==> src/rtl/countdown_timer_pkg.sv <==
// Timekeeping constants, field layout and state encoding shared by countdown_timer and stopwatch.
package countdown_timer_pkg;

  localparam int HOUR_W  = 6;
  localparam int MIN_W   = 6;
  localparam int SEC_W   = 6;
  localparam int CS_W    = 8;
  localparam int EPOCH_W = HOUR_W + MIN_W + SEC_W;

  localparam logic [CS_W-1:0]  CS_MAX = 8'd99;
  localparam logic [SEC_W-1:0] SM_MAX = 6'd59;

  typedef enum logic [1:0] {
    ST_IDLE    = 2'd0,
    ST_ARMED   = 2'd1,
    ST_RUNNING = 2'd2,
    ST_EXPIRED = 2'd3
  } timer_state_t;

  typedef struct packed {
    logic [HOUR_W-1:0] hour;
    logic [MIN_W-1:0]  min;
    logic [SEC_W-1:0]  sec;
    logic [CS_W-1:0]   cs;
  } hms_t;

  // Clamp each field of a preset independently to its legal maximum.
  function automatic hms_t saturate(input logic [EPOCH_W-1:0] e,
                                    input logic [CS_W-1:0]    cs,
                                    input logic [HOUR_W-1:0]  hour_limit);
    hms_t t;
    t.hour = (e[17:12] > hour_limit) ? hour_limit : e[17:12];
    t.min  = (e[11:6] > SM_MAX) ? SM_MAX : e[11:6];
    t.sec  = (e[5:0] > SM_MAX) ? SM_MAX : e[5:0];
    t.cs   = (cs > CS_MAX) ? CS_MAX : cs;
    return t;
  endfunction

  function automatic logic is_zero(input hms_t t);
    return (t == '0);
  endfunction

endpackage

==> src/rtl/countdown_timer_if.sv <==
// Control/preset inputs and time/status outputs of the countdown timer.
interface countdown_timer_if;
  import countdown_timer_pkg::*;

  logic               run;
  logic               load;
  logic [EPOCH_W-1:0] load_epoch;
  logic [CS_W-1:0]    load_m_epoch;
  logic [EPOCH_W-1:0] epoch;
  logic [CS_W-1:0]    m_epoch;
  logic               done;
  logic               alarm;

  modport master (
    output run, load, load_epoch, load_m_epoch,
    input  epoch, m_epoch, done, alarm
  );

  modport slave (
    input  run, load, load_epoch, load_m_epoch,
    output epoch, m_epoch, done, alarm
  );
endinterface

==> src/rtl/countdown_timer_tick_divider.sv <==
// Prescaler producing a one-cycle tick every CLK_PER_TICK enabled cycles; holds while disabled.
module tick_divider #(
  parameter int CLK_PER_TICK = 500000
) (
  input  logic clock,
  input  logic reset,
  input  logic clear,
  input  logic enable,
  output logic tick
);

  localparam int CW = (CLK_PER_TICK > 1) ? $clog2(CLK_PER_TICK) : 1;
  localparam logic [CW-1:0] LAST = CW'(CLK_PER_TICK - 1);

  logic [CW-1:0] count_reg;

  assign tick = enable && (count_reg == LAST);

  always_ff @(posedge clock or negedge reset) begin
    if (!reset) begin
      count_reg <= '0;
    end else if (clear) begin
      count_reg <= '0;
    end else if (enable) begin
      count_reg <= tick ? '0 : count_reg + 1'b1;
    end
  end

endmodule

==> src/rtl/countdown_timer.sv <==
// hh:mm:ss.cc countdown timer: load/run FSM plus borrow-chain decrement on every prescaler tick.
module countdown_timer #(
  parameter int CLK_PER_TICK = 500000,
  parameter int HOUR_MAX     = 63
) (
  input  logic              clock,
  input  logic              reset,
  countdown_timer_if.slave  bus
);
  import countdown_timer_pkg::*;

  localparam logic [HOUR_W-1:0] HOUR_LIMIT = HOUR_W'(HOUR_MAX);

  timer_state_t state_reg, state_next;
  hms_t         cur_reg, cur_next;
  hms_t         dec_value;
  hms_t         load_value;
  logic         alarm_reg, alarm_next;
  logic         tick;
  timer_state_t run_state;

  tick_divider #(.CLK_PER_TICK(CLK_PER_TICK)) u_tick_divider (
    .clock  (clock),
    .reset  (reset),
    .clear  (bus.load),
    .enable (state_reg == ST_RUNNING),
    .tick   (tick)
  );

  assign load_value = saturate(bus.load_epoch, bus.load_m_epoch, HOUR_LIMIT);
  assign run_state  = bus.run ? ST_RUNNING : ST_ARMED;

  // Borrow chain; a zero value is held rather than wrapped.
  always_comb begin
    dec_value = cur_reg;
    if (!is_zero(cur_reg)) begin
      if (cur_reg.cs != '0) begin
        dec_value.cs = cur_reg.cs - 1'b1;
      end else begin
        dec_value.cs = CS_MAX;
        if (cur_reg.sec != '0) begin
          dec_value.sec = cur_reg.sec - 1'b1;
        end else begin
          dec_value.sec = SM_MAX;
          if (cur_reg.min != '0) begin
            dec_value.min = cur_reg.min - 1'b1;
          end else begin
            dec_value.min  = SM_MAX;
            dec_value.hour = cur_reg.hour - 1'b1;
          end
        end
      end
    end
  end

  always_comb begin
    state_next = state_reg;
    cur_next   = cur_reg;
    alarm_next = 1'b0;
    if (bus.load) begin
      cur_next   = load_value;
      state_next = is_zero(load_value) ? ST_EXPIRED : run_state;
    end else begin
      case (state_reg)
        ST_ARMED: state_next = run_state;
        ST_RUNNING: begin
          if (tick) begin
            cur_next = dec_value;
            if (is_zero(dec_value)) begin
              state_next = ST_EXPIRED;
              alarm_next = 1'b1;
            end else begin
              state_next = run_state;
            end
          end else begin
            state_next = run_state;
          end
        end
        default: state_next = state_reg;
      endcase
    end
  end

  always_ff @(posedge clock or negedge reset) begin
    if (!reset) begin
      state_reg <= ST_IDLE;
      cur_reg   <= '0;
      alarm_reg <= 1'b0;
    end else begin
      state_reg <= state_next;
      cur_reg   <= cur_next;
      alarm_reg <= alarm_next;
    end
  end

  assign bus.epoch   = {cur_reg.hour, cur_reg.min, cur_reg.sec};
  assign bus.m_epoch = cur_reg.cs;
  assign bus.done    = (state_reg == ST_EXPIRED);
  assign bus.alarm   = alarm_reg;

endmodule

==> src/flat_wrapper.sv <==
// flat-port wrapper written by rule: the top's interface ports become plain ports
module countdown_timer_flat import countdown_timer_pkg::*;
#(
  parameter int CLK_PER_TICK = 500000,
  parameter int HOUR_MAX     = 63
)
  (clock, reset, bus_run, bus_load, bus_load_epoch, bus_load_m_epoch, bus_epoch, bus_m_epoch, bus_done, bus_alarm);
  countdown_timer_if bus_i ();
  input  logic clock;
  input  logic reset;
  input wire logic [$bits(bus_i.run)-1:0] bus_run;
  input wire logic [$bits(bus_i.load)-1:0] bus_load;
  input wire logic [$bits(bus_i.load_epoch)-1:0] bus_load_epoch;
  input wire logic [$bits(bus_i.load_m_epoch)-1:0] bus_load_m_epoch;
  output wire logic [$bits(bus_i.epoch)-1:0] bus_epoch;
  output wire logic [$bits(bus_i.m_epoch)-1:0] bus_m_epoch;
  output wire logic [$bits(bus_i.done)-1:0] bus_done;
  output wire logic [$bits(bus_i.alarm)-1:0] bus_alarm;
  assign bus_i.run = bus_run;
  assign bus_i.load = bus_load;
  assign bus_i.load_epoch = bus_load_epoch;
  assign bus_i.load_m_epoch = bus_load_m_epoch;
  assign bus_epoch = bus_i.epoch;
  assign bus_m_epoch = bus_i.m_epoch;
  assign bus_done = bus_i.done;
  assign bus_alarm = bus_i.alarm;
  countdown_timer #(.CLK_PER_TICK(CLK_PER_TICK), .HOUR_MAX(HOUR_MAX)) u_core (.clock(clock), .reset(reset), .bus(bus_i));
endmodule
==> config.mk <==
export PLATFORM = sky130hd
export DESIGN_NAME = countdown_timer_flat
export DESIGN_NICKNAME = d
export VERILOG_FILES = /design/src/rtl/countdown_timer_pkg.sv /design/src/rtl/countdown_timer_if.sv /design/src/rtl/countdown_timer_tick_divider.sv /design/src/rtl/countdown_timer.sv /design/src/flat_wrapper.sv
export SDC_FILE = /design/constraint.sdc
export NUM_CORES = 1
export LEC_CHECK = 0
export ABC_CLOCK_PERIOD_IN_PS = 3100
export BUFFER_PORTS_ARGS = -buffer_cell sky130_fd_sc_hd__buf_2
export CAP_MARGIN = 20
export CORE_MARGIN = 2
export CORE_UTILIZATION = 36
export DETAILED_ROUTE_END_ITERATION = 10
export PLACE_DENSITY_LB_ADDON = 0.05
export SLEW_MARGIN = 25
export SYNTH_ARGS = -nofsm -noshare
export SYNTH_HDL_FRONTEND = slang
export SYNTH_SLANG_ARGS = --single-unit
==> constraint.sdc <==
create_clock -name clock -period 3.1 [get_ports clock]
set_clock_uncertainty 0.05 [all_clocks]
set_input_delay 0.465 -clock clock [delete_from_list [all_inputs] [get_ports clock]]
set_output_delay 0.465 -clock clock [all_outputs]
set_load 0.005 [all_outputs]
==> reports/qor.yml, run 1 <==
critical_path:
  endpoint_kind: "flop"
  path_cells: "inv_1, ha_1, or3b_4, or3_4, or4_1, a32oi_1, o311a_2, nand4_2, a41oi_1"
  critical_path.top_delay_family: "simple AND/OR/NAND/NOR gates"
  crit_path_start_kind: "flop"
  r2r-start: "u_core.bus.m_epoch[1]"
  critPathKind: "flop to flop"
  regToRegEndpoint: "u_core.state_reg[1]"
  arrival_ns: 3.11
  cp_slowest_cell: "or4_1"
  crit_buf_inv: 1
  required_ns: 3.28
  cp_slowest_stage_delay_ns: 0.48
  worst-r2r-cell-count: 9
  reg2reg_slack_ns: 0.18
  critical_path_peak_fanout: 8
yosys:
  yosys.area_share.xor_xnor: 0.0632
  yosys_warnings: 0
  netlist_top_cells_count: "48 x dfrtp_1, 48 x nor2_1, 34 x nand2_1"
  syn-num-nets: 422
  synth_simple_gate_area_share: 0.327
  synthCells: 386
  synthTopCellsByArea: "dfrtp_1 38%, nor2_1 5.7%, o21ai_0 4.1%"
  synth_top_family_by_area: "simple AND/OR/NAND/NOR gates"
  synth-seq-cells: 48
  synth_mux_area_frac: 0.0157
  syn_area_per_cell_um2: 8.26
  synth_compound_area_frac: 0.162
  synth.top_cell.area_share: 0.377
  yosys.area.top_type: "dfrtp_1"
  synthAdderAreaFrac: 0.0235
  synth-edff-count: 0
  ys_types: 56
  async_flop_share: 1.00
  ys_seq_area_frac: 0.377
  netlist_area_um2: 3190
  synth-main-ff-cell: "dfrtp_1"
sta:
  hold_slack_ns: 0.0716
  fin_crit_ns: 2.92
  hold_viol: 0
  slew_viol_final: 0
  setup_viol: 0
  relSlewSlack: 0.594
  finalSetupTns_ns: 0
  period_share: 0.942
  rsz0062_at_grt: "no"
  max_freq_ghz: 0.342
  tightestPinTransition_ns: 0.604
cells_and_area:
  final_cells: 569
  n_fill_cell: 891
  largest_register_ffs: 19
  drive_gt1_frac: 0.213
  area_delta_synth_final_pct: 20.6
  multiInputGateArea_um2: 1880
  area.sequential_um2: 1200
  insertedDiodeCount: 0
  layout.nets: 496
detailed_routing:
  drc: 0
  drtPass1Iterations: 4
  wl_per_cell_um: 17.7
  ant_nets: 0
  wl_um: 10100
  first_iter_violations: 135
  detail_route.vias_per_cell: 5.64
  num_vias: 3212
die:
  dieArea_um2: 9620
  die_h_um: 98.1
  start_util: 0.369
  die_w_um: 98.1
  core.rowCount: 34
  core_area_um2: 8640
  ios: 58
place:
  hpwl_um: 7740
  io_buffers: 57
  dp_cells: 561
  gp_congestion: 0.859
clock_network:
  cts_tree: "built"
  postCtsHoldBufs: 0
  htreeDepth: 2
  numCtsBuffers: 5
  clockBufferDepth: 2
  cts_setup_buffers: 0
  root_buffer: "clkbuf_8"
  cts_resized: 0
  clkTransAtPathRegs_ns: 0.10
  clock_latency_ns: 0.31
  clock_sinks: 48
grt:
  grt_use_total: 0.217
  grt_max_degree: 28
  grt_pass1_vias: 3097
  antenna_found_initial: 0
  grt_pass1_wl_um: 16800
  overflow: 0
power:
  p_seq_frac: 0.483
  p_int_w: 0.00102
  p_per_area_nw_per_um2: 384
  pwr-share-clk: 0.334
  p_leak_nw: 1.67
  p_sw_w: 0.000460
  comb_power_share: 0.183
  power.total_w: 0.00148
  irDropWorstVdd_v: 0.000184
  p_sw_frac: 0.311
run_status:
  status: "finished, final reports clean"
hold_path:
  hold_path.class: "input port to async pin"
job:
  cap_violations: 0
## power groups by stage
stage,registers [W],logic [W],clock network [W]
finish,0.000713,0.000270,0.000494
global route,0.000720,0.000307,0.000534
CTS,0.000713,0.000273,0.000507
detailed placement,0.000724,0.000271,0
global placement,0.000724,0.000271,0
floorplan,0.000717,0.000140,0
## through the flow
step / util / area, µm² / setup slack, ns
after detailed placement: 0.432 / 3730 / 0.206
after CTS: 0.445 / 3840 / 0.199
after global routing: 0.445 / 3840 / 0.0332
after global placement: 0.432 / 3730 / 0.299
after floorplan: - / 3190 / 0.341
final: 0.445 / 3840 / 0.180
## area by class of cell
cell class	instances	area share
Clock buffer	5	0.0179
Timing Repair Buffer	80	0.119
Inverter	14	0.0137
Multi-Input combinational cell	311	0.490
Sequential cell	48	0.312
Tap cell	108	0.0351
Clock inverter	3	0.0120
## worst max-delay path by stage
stage | start | end | slack, ns | cells after the start
2_1_floorplan | u_core.bus.m_epoch[0] | u_core.state_reg[0] | 0.34 | 9
3_3_place_gp | u_core.bus.m_epoch[1] | u_core.state_reg[1] | 0.30 | 9
3_5_place_dp | u_core.bus.m_epoch[1] | u_core.state_reg[0] | 0.21 | 9
4_1_cts | u_core.bus.m_epoch[1] | u_core.state_reg[0] | 0.20 | 9
5_1_grt | u_core.bus.m_epoch[1] | u_core.state_reg[0] | 0.03 | 9
6_report | u_core.bus.m_epoch[1] | u_core.state_reg[1] | 0.18 | 9
## cell usage in the layout (no fill, tap or decap), drive strengths merged, types with 2 or more instances in the layout
cell | synthesis | final
dfrtp | 48 | 48
clkbuf | 12 | 5
nor3b | 5 | 5
o22a | 2 | 2
a311oi | 2 | 2
a21oi | 23 | 23
nand4b | 3 | 3
nand2b | 6 | 6
nor4 | 11 | 11
nand2 | 34 | 34
or4 | 7 | 7
nor2b | 3 | 3
nand4 | 11 | 11
o41ai | 4 | 4
a22oi | 2 | 2
a41oi | 2 | 2
or3 | 8 | 8
and2 | 4 | 4
a31oi | 4 | 4
mux2i | 5 | 5
and3 | 6 | 6
nor3 | 19 | 19
nand3 | 22 | 22
xnor2 | 9 | 9
buf | 1 | 80
o31ai | 4 | 4
o2111ai | 2 | 2
xor2 | 14 | 14
ha | 6 | 6
a21o | 2 | 2
inv | 14 | 15
o21ai | 27 | 27
nor2 | 49 | 49
## logic make-up (layout without fill, tap and decap cells)
logic type / count (synthesis) / after routing
and+or+nand+nor: 195 / 195
AOI/OAI and AO/OA: 82 / 82
DFF: 48 / 48
buffers and inverters: 27 / 102
xor gates and xnor gates: 23 / 23
adders and majority gates: 6 / 6
muxes: 5 / 5
## metal layers
| metal | routed length (µm) | track usage |
|---|---|---|
| met3 | 510 | 0.0293 |
| met2 | 4270 | 0.312 |
| met4 | 109 | 0.0438 |
| met1 | 5210 | 0.346 |
| met5 | 0 | 0 |
Power figures use the tool's default switching activity.
==> inputs of run 2 (changes only) <==
==> constraint.sdc (replaced) <==
create_clock -name clock -period 3.1 [get_ports clock]
set_clock_uncertainty 0.05 [all_clocks]
set_input_delay 0.31 -clock clock [delete_from_list [all_inputs] [get_ports clock]]
set_output_delay 0.31 -clock clock [all_outputs]
set_load 0.005 [all_outputs]
==> reports/qor.yml, run 2 (synthesis results as in run 1) <==
detailed_routing:
  wl_per_cell_um: 17.7
  ant_nets: 0
  first_iter_violations: 191
  drc: 0
  drtPass1Iterations: 4
  detail_route.vias_per_cell: 5.68
  wl_um: 10100
  num_vias: 3236
sta:
  hold_slack_ns: -0.0245
  max_freq_ghz: 0.344
  fin_crit_ns: 2.90
  slew_viol_final: 0
  setup_viol: 0
  tightestPinTransition_ns: 0.691
  rsz0062_at_grt: "no"
  relSlewSlack: 0.539
  period_share: 0.937
  finalSetupTns_ns: 0
  hold_viol: 28
critical_path:
  r2r-start: "u_core.bus.m_epoch[1]"
  arrival_ns: 3.08
  endpoint_kind: "flop"
  regToRegEndpoint: "u_core.state_reg[1]"
  required_ns: 3.28
  cp_slowest_stage_delay_ns: 0.47
  path_cells: "inv_1, ha_1, or3b_4, or3_4, or4_1, a32oi_1, o311a_2, nand4_2, a41oi_1"
  crit_path_start_kind: "flop"
  cp_slowest_cell: "or4_1"
  critPathKind: "flop to flop"
  worst-r2r-cell-count: 9
  crit_path_end: "u_core.state_reg[1]"
  critical_path.startpoint: "u_core.bus.m_epoch[1]"
  reg2reg_slack_ns: 0.20
  critical_path_peak_fanout: 8
power:
  p_sw_w: 0.000453
  comb_power_share: 0.187
  p_int_w: 0.00102
  pwr-share-clk: 0.330
  p_per_area_nw_per_um2: 382
  p_seq_frac: 0.484
  p_sw_frac: 0.308
  p_leak_nw: 1.68
  irDropWorstVdd_v: 0.000230
die:
  ios: 58
  die_h_um: 98.1
  dieArea_um2: 9620
  start_util: 0.369
  die_w_um: 98.1
  core_area_um2: 8640
  core.rowCount: 34
clock_network:
  htreeDepth: 2
  clock_latency_ns: 0.32
  cts_setup_buffers: 0
  cts_resized: 0
  postCtsHoldBufs: 0
  cts_tree: "built"
  clock_sinks: 48
  numCtsBuffers: 5
  root_buffer: "clkbuf_8"
  clockBufferDepth: 2
  clkTransAtPathRegs_ns: 0.10
cells_and_area:
  insertedDiodeCount: 0
  largest_register_ffs: 19
  layout_common_cells: "57 x buf_2, 48 x nor2_1, 48 x dfrtp_1"
  layout.nets: 497
  final_cells: 570
  area_delta_synth_final_pct: 20.8
  final_common_cell: "buf_2"
  drive_gt1_frac: 0.214
  n_fill_cell: 911
place:
  dp_cells: 562
  hpwl_um: 7650
  io_buffers: 57
  gp_congestion: 0.883
grt:
  use_met1: 0.334
  grt_use_total: 0.214
  grt_max_degree: 30
  busiest_layer: "met1"
  grt_pass1_vias: 2977
  gr-usage-met3: 0.0279
  antenna_found_initial: 0
  grt_pass1_wl_um: 16300
  overflow: 0
  use_met2: 0.309
run_status:
  status: "complete, but fails checks"
  violations: "hold timing"
job:
  cap_violations: 0
hold_path:
  hold_path.class: "input port to async pin"
-- run 2: cell count changes in the layout (fill, tap and decap cells not counted), sizes merged --
cell	previous run	this run
buf	80	81
-- run 2: power groups by stage --
stage	Sequential [W]	Clock (W)	Combinational, W
floorplan	0.000717	0	0.000140
global placement	0.000722	0	0.000273
detailed placement	0.000722	0	0.000274
CTS	0.000710	0.000499	0.000275
global route	0.000718	0.000532	0.000308
finish	0.000712	0.000485	0.000275
-- run 2: worst max-delay path, delay by kind of cell (launching register included) --
family / cells / cell delay [ns]
fa+ha+maj: 1 / 0.21
buf+inv: 1 / 0.09
compound gates: 3 / 0.63
simple gates: 4 / 1.39
flops: 1 / 0.46
-- run 2: how the worst min path moves through the flow --
stage	from	end	slack, ns	depth (start not counted)
after floorplan	reset	u_core.bus.alarm	-0.04	0
after global placement	reset	u_core.bus.m_epoch[4]	0.35	1
after detailed placement	reset	u_core.bus.m_epoch[4]	0.35	1
after CTS	reset	u_core.bus.epoch[4]	0.001	1
after global routing	reset	u_core.bus.epoch[4]	0.02	1
final	reset	u_core.bus.m_epoch[4]	-0.02	1
-- run 2: area by class of cell --
type                            count  area (µm²)  area share
Clock buffer                        5        68.8      0.0179
Timing Repair Buffer               81         465       0.121
Clock inverter                      3        46.3      0.0120
Tap cell                          108         135      0.0351
Multi-Input combinational cell    311        1880       0.489
Inverter                           14        52.6      0.0136
Sequential cell                    48        1200       0.312
-- run 2: metrics by stage --
stage	util	power (W)	cell area, µm²	worst slack (ns)	hold slack [ns]
finish	0.446	0.00147	3850	0.196	-0.0245
global route	0.446	0.00156	3850	0.0198	0.0189
CTS	0.446	0.00148	3850	0.190	0.00106
detailed placement	0.433	0.000996	3740	0.226	0.349
global placement	0.433	0.000996	3740	0.304	0.353
floorplan	-	0.000857	3190	0.341	-0.0356
-- run 2: routing by layer --
metal  up-vias  routed length [µm]
met1      1545                5150
met5         -                   0
met3         8                 507
li1       1572                   -
met4         0                 126
met2       111                4280
==> inputs of run 3 (changes only) <==
--- a/config.mk
+++ b/config.mk
@@ -12,6 +12,7 @@
 export CORE_UTILIZATION = 36
 export DETAILED_ROUTE_END_ITERATION = 10
 export PLACE_DENSITY_LB_ADDON = 0.05
+export RECOVER_POWER = 50
 export SLEW_MARGIN = 25
 export SYNTH_ARGS = -nofsm -noshare
 export SYNTH_HDL_FRONTEND = slang
==> reports/qor.yml, run 3 (synthesis results as in run 1) <==
sta:
  tightestPinTransition_ns: 1.65
  setup_viol: 0
  rsz0062_at_grt: "no"
  setup_ws_ns: 0.195
  max_freq_ghz: 0.344
  period_share: 0.937
  hold_viol: 0
  relSlewSlack: -0.102
  fin_crit_ns: 2.91
  hold_slack_ns: 0.165
  slew_viol_final: 30
  finalSetupTns_ns: 0
run_status:
  violations: "capacitance limit, slew limit"
  status: "complete, but fails checks"
critical_path:
  required_ns: 3.28
  cp_slowest_stage_delay_ns: 0.47
  path_cells: "inv_1, ha_1, or3b_4, or3_4, or4_1, a32oi_1, o311a_2, nand4_2, a41oi_1"
  critPathKind: "flop to flop"
  cp_slowest_cell: "or4_1"
  arrival_ns: 3.08
  endpoint_kind: "flop"
  crit_path_start_kind: "flop"
  critical_path_peak_fanout: 8
cells_and_area:
  final_common_cell: "buf_2"
  multiInputGateArea_um2: 1880
  largest_register_ffs: 19
  area.sequential_um2: 1200
  area_delta_synth_final_pct: 20.6
  layout_common_cells: "53 x buf_2, 48 x nor2_1, 48 x dfrtp_1"
  final_core_util: 0.445
  layout.nets: 497
  insertedDiodeCount: 0
  drive_gt1_frac: 0.203
  n_fill_cell: 912
  postLayoutCellArea_um2: 3840
grt:
  overflow: 0
  grt_use_total: 0.214
  antenna_found_initial: 0
  grt_pass1_vias: 2977
  grt_max_degree: 30
  grt_pass1_wl_um: 16300
detailed_routing:
  num_vias: 3243
  first_iter_violations: 191
  wl_um: 10000
  drtPass1Iterations: 4
  ant_nets: 0
  drc: 0
  wl_per_cell_um: 17.6
  detail_route.vias_per_cell: 5.69
clock_network:
  clkTransAtPathRegs_ns: 0.10
  cts_resized: 0
  cts_tree: "built"
  cts_setup_buffers: 0
  clockBufferDepth: 2
  numCtsBuffers: 5
  postCtsHoldBufs: 0
  root_buffer: "clkbuf_8"
  clock_latency_ns: 0.31
  clock_sinks: 48
  htreeDepth: 2
die:
  start_util: 0.369
  core.rowCount: 34
  dieArea_um2: 9620
  die_h_um: 98.1
  die_w_um: 98.1
  ios: 58
  core_area_um2: 8640
place:
  gp_congestion: 0.883
  placed_area_um2: 3740
  io_buffers: 57
  hpwl_um: 7650
  dp_slack_ns: 0.226
power:
  p_leak_nw: 1.66
  p_seq_frac: 0.484
  irDropWorstVdd_v: 0.000230
  p_per_area_nw_per_um2: 382
  pwr-share-clk: 0.330
  p_int_w: 0.00102
  comb_power_share: 0.186
  p_sw_w: 0.000452
  p_sw_frac: 0.308
job:
  cap_violations: 1
hold_path:
  hold_path.class: "input port to flop"
run 3: cell types whose count changed in the layout (fill, tap and decap cells not counted):
cell | previous run | this run
buf_2 | 57 | 53
buf_4 | 24 | 23
clkbuf_1 | 0 | 5
run 3: power by group through the flow:
| stage | clock network [W] | logic [W] | registers (W) |
|---|---|---|---|
| 3_5_place_dp | 0 | 0.000274 | 0.000722 |
| 6_report | 0.000485 | 0.000273 | 0.000712 |
| 4_1_cts | 0.000499 | 0.000275 | 0.000710 |
| 5_1_grt | 0.000532 | 0.000307 | 0.000718 |
| 2_1_floorplan | 0 | 0.000140 | 0.000717 |
| 3_3_place_gp | 0 | 0.000273 | 0.000722 |
run 3: path summary, 6_finish.rpt:
path / startpoint / end / slack, ns / cells after the start
hold reg to reg: u_core.u_tick_divider.count_reg[16] / u_core.u_tick_divider.count_reg[16] / 0.47 / 1
setup / recovery: u_core.bus.m_epoch[1] / u_core.state_reg[1] / 0.19 / 9
setup reg to reg: u_core.bus.m_epoch[1] / u_core.state_reg[1] / 0.19 / 9
min in group asynchronous: reset / u_core.bus.m_epoch[4] / 0.35 / 1
hold / removal: bus_load_m_epoch[3] / u_core.bus.m_epoch[3] / 0.17 / 3
max in group asynchronous: reset / u_core.u_tick_divider.count_reg[13] / 0.94 / 2
run 3: cell type report:
cell class              instances  share of cell area
flip-flops and latches         48               0.312
repair buffers                 81               0.119
well taps                     108              0.0352
clock inverters                 3              0.0120
inverters                      14              0.0137
multi-input cells             311               0.490
clock buffers                   5              0.0179
run 3: routing by layer:
layer / global-route usage / vias up / part of all wire
li1: - / 1572 / -
met1: 0.334 / 1547 / 0.51
met2: 0.309 / 116 / 0.43
met3: 0.0279 / 8 / 0.054
met4: 0.0556 / 0 / 0.013
met5: 0 / - / 0
run 3: critical path, delay by kind of cell, from the launching register on:
kind	cells	cell delay [ns]
AOI/OAI and AO/OA	3	0.63
adders and majority gates	1	0.21
buffers and inverters	1	0.09
DFF	1	0.46
and+or+nand+nor	4	1.39
run 3: stage by stage:
stage,power (W),std cells
6_report,0.00147,570
5_1_grt,0.00156,570
4_1_cts,0.00148,570
3_5_place_dp,0.000996,562
3_3_place_gp,0.000996,562
2_1_floorplan,0.000857,386
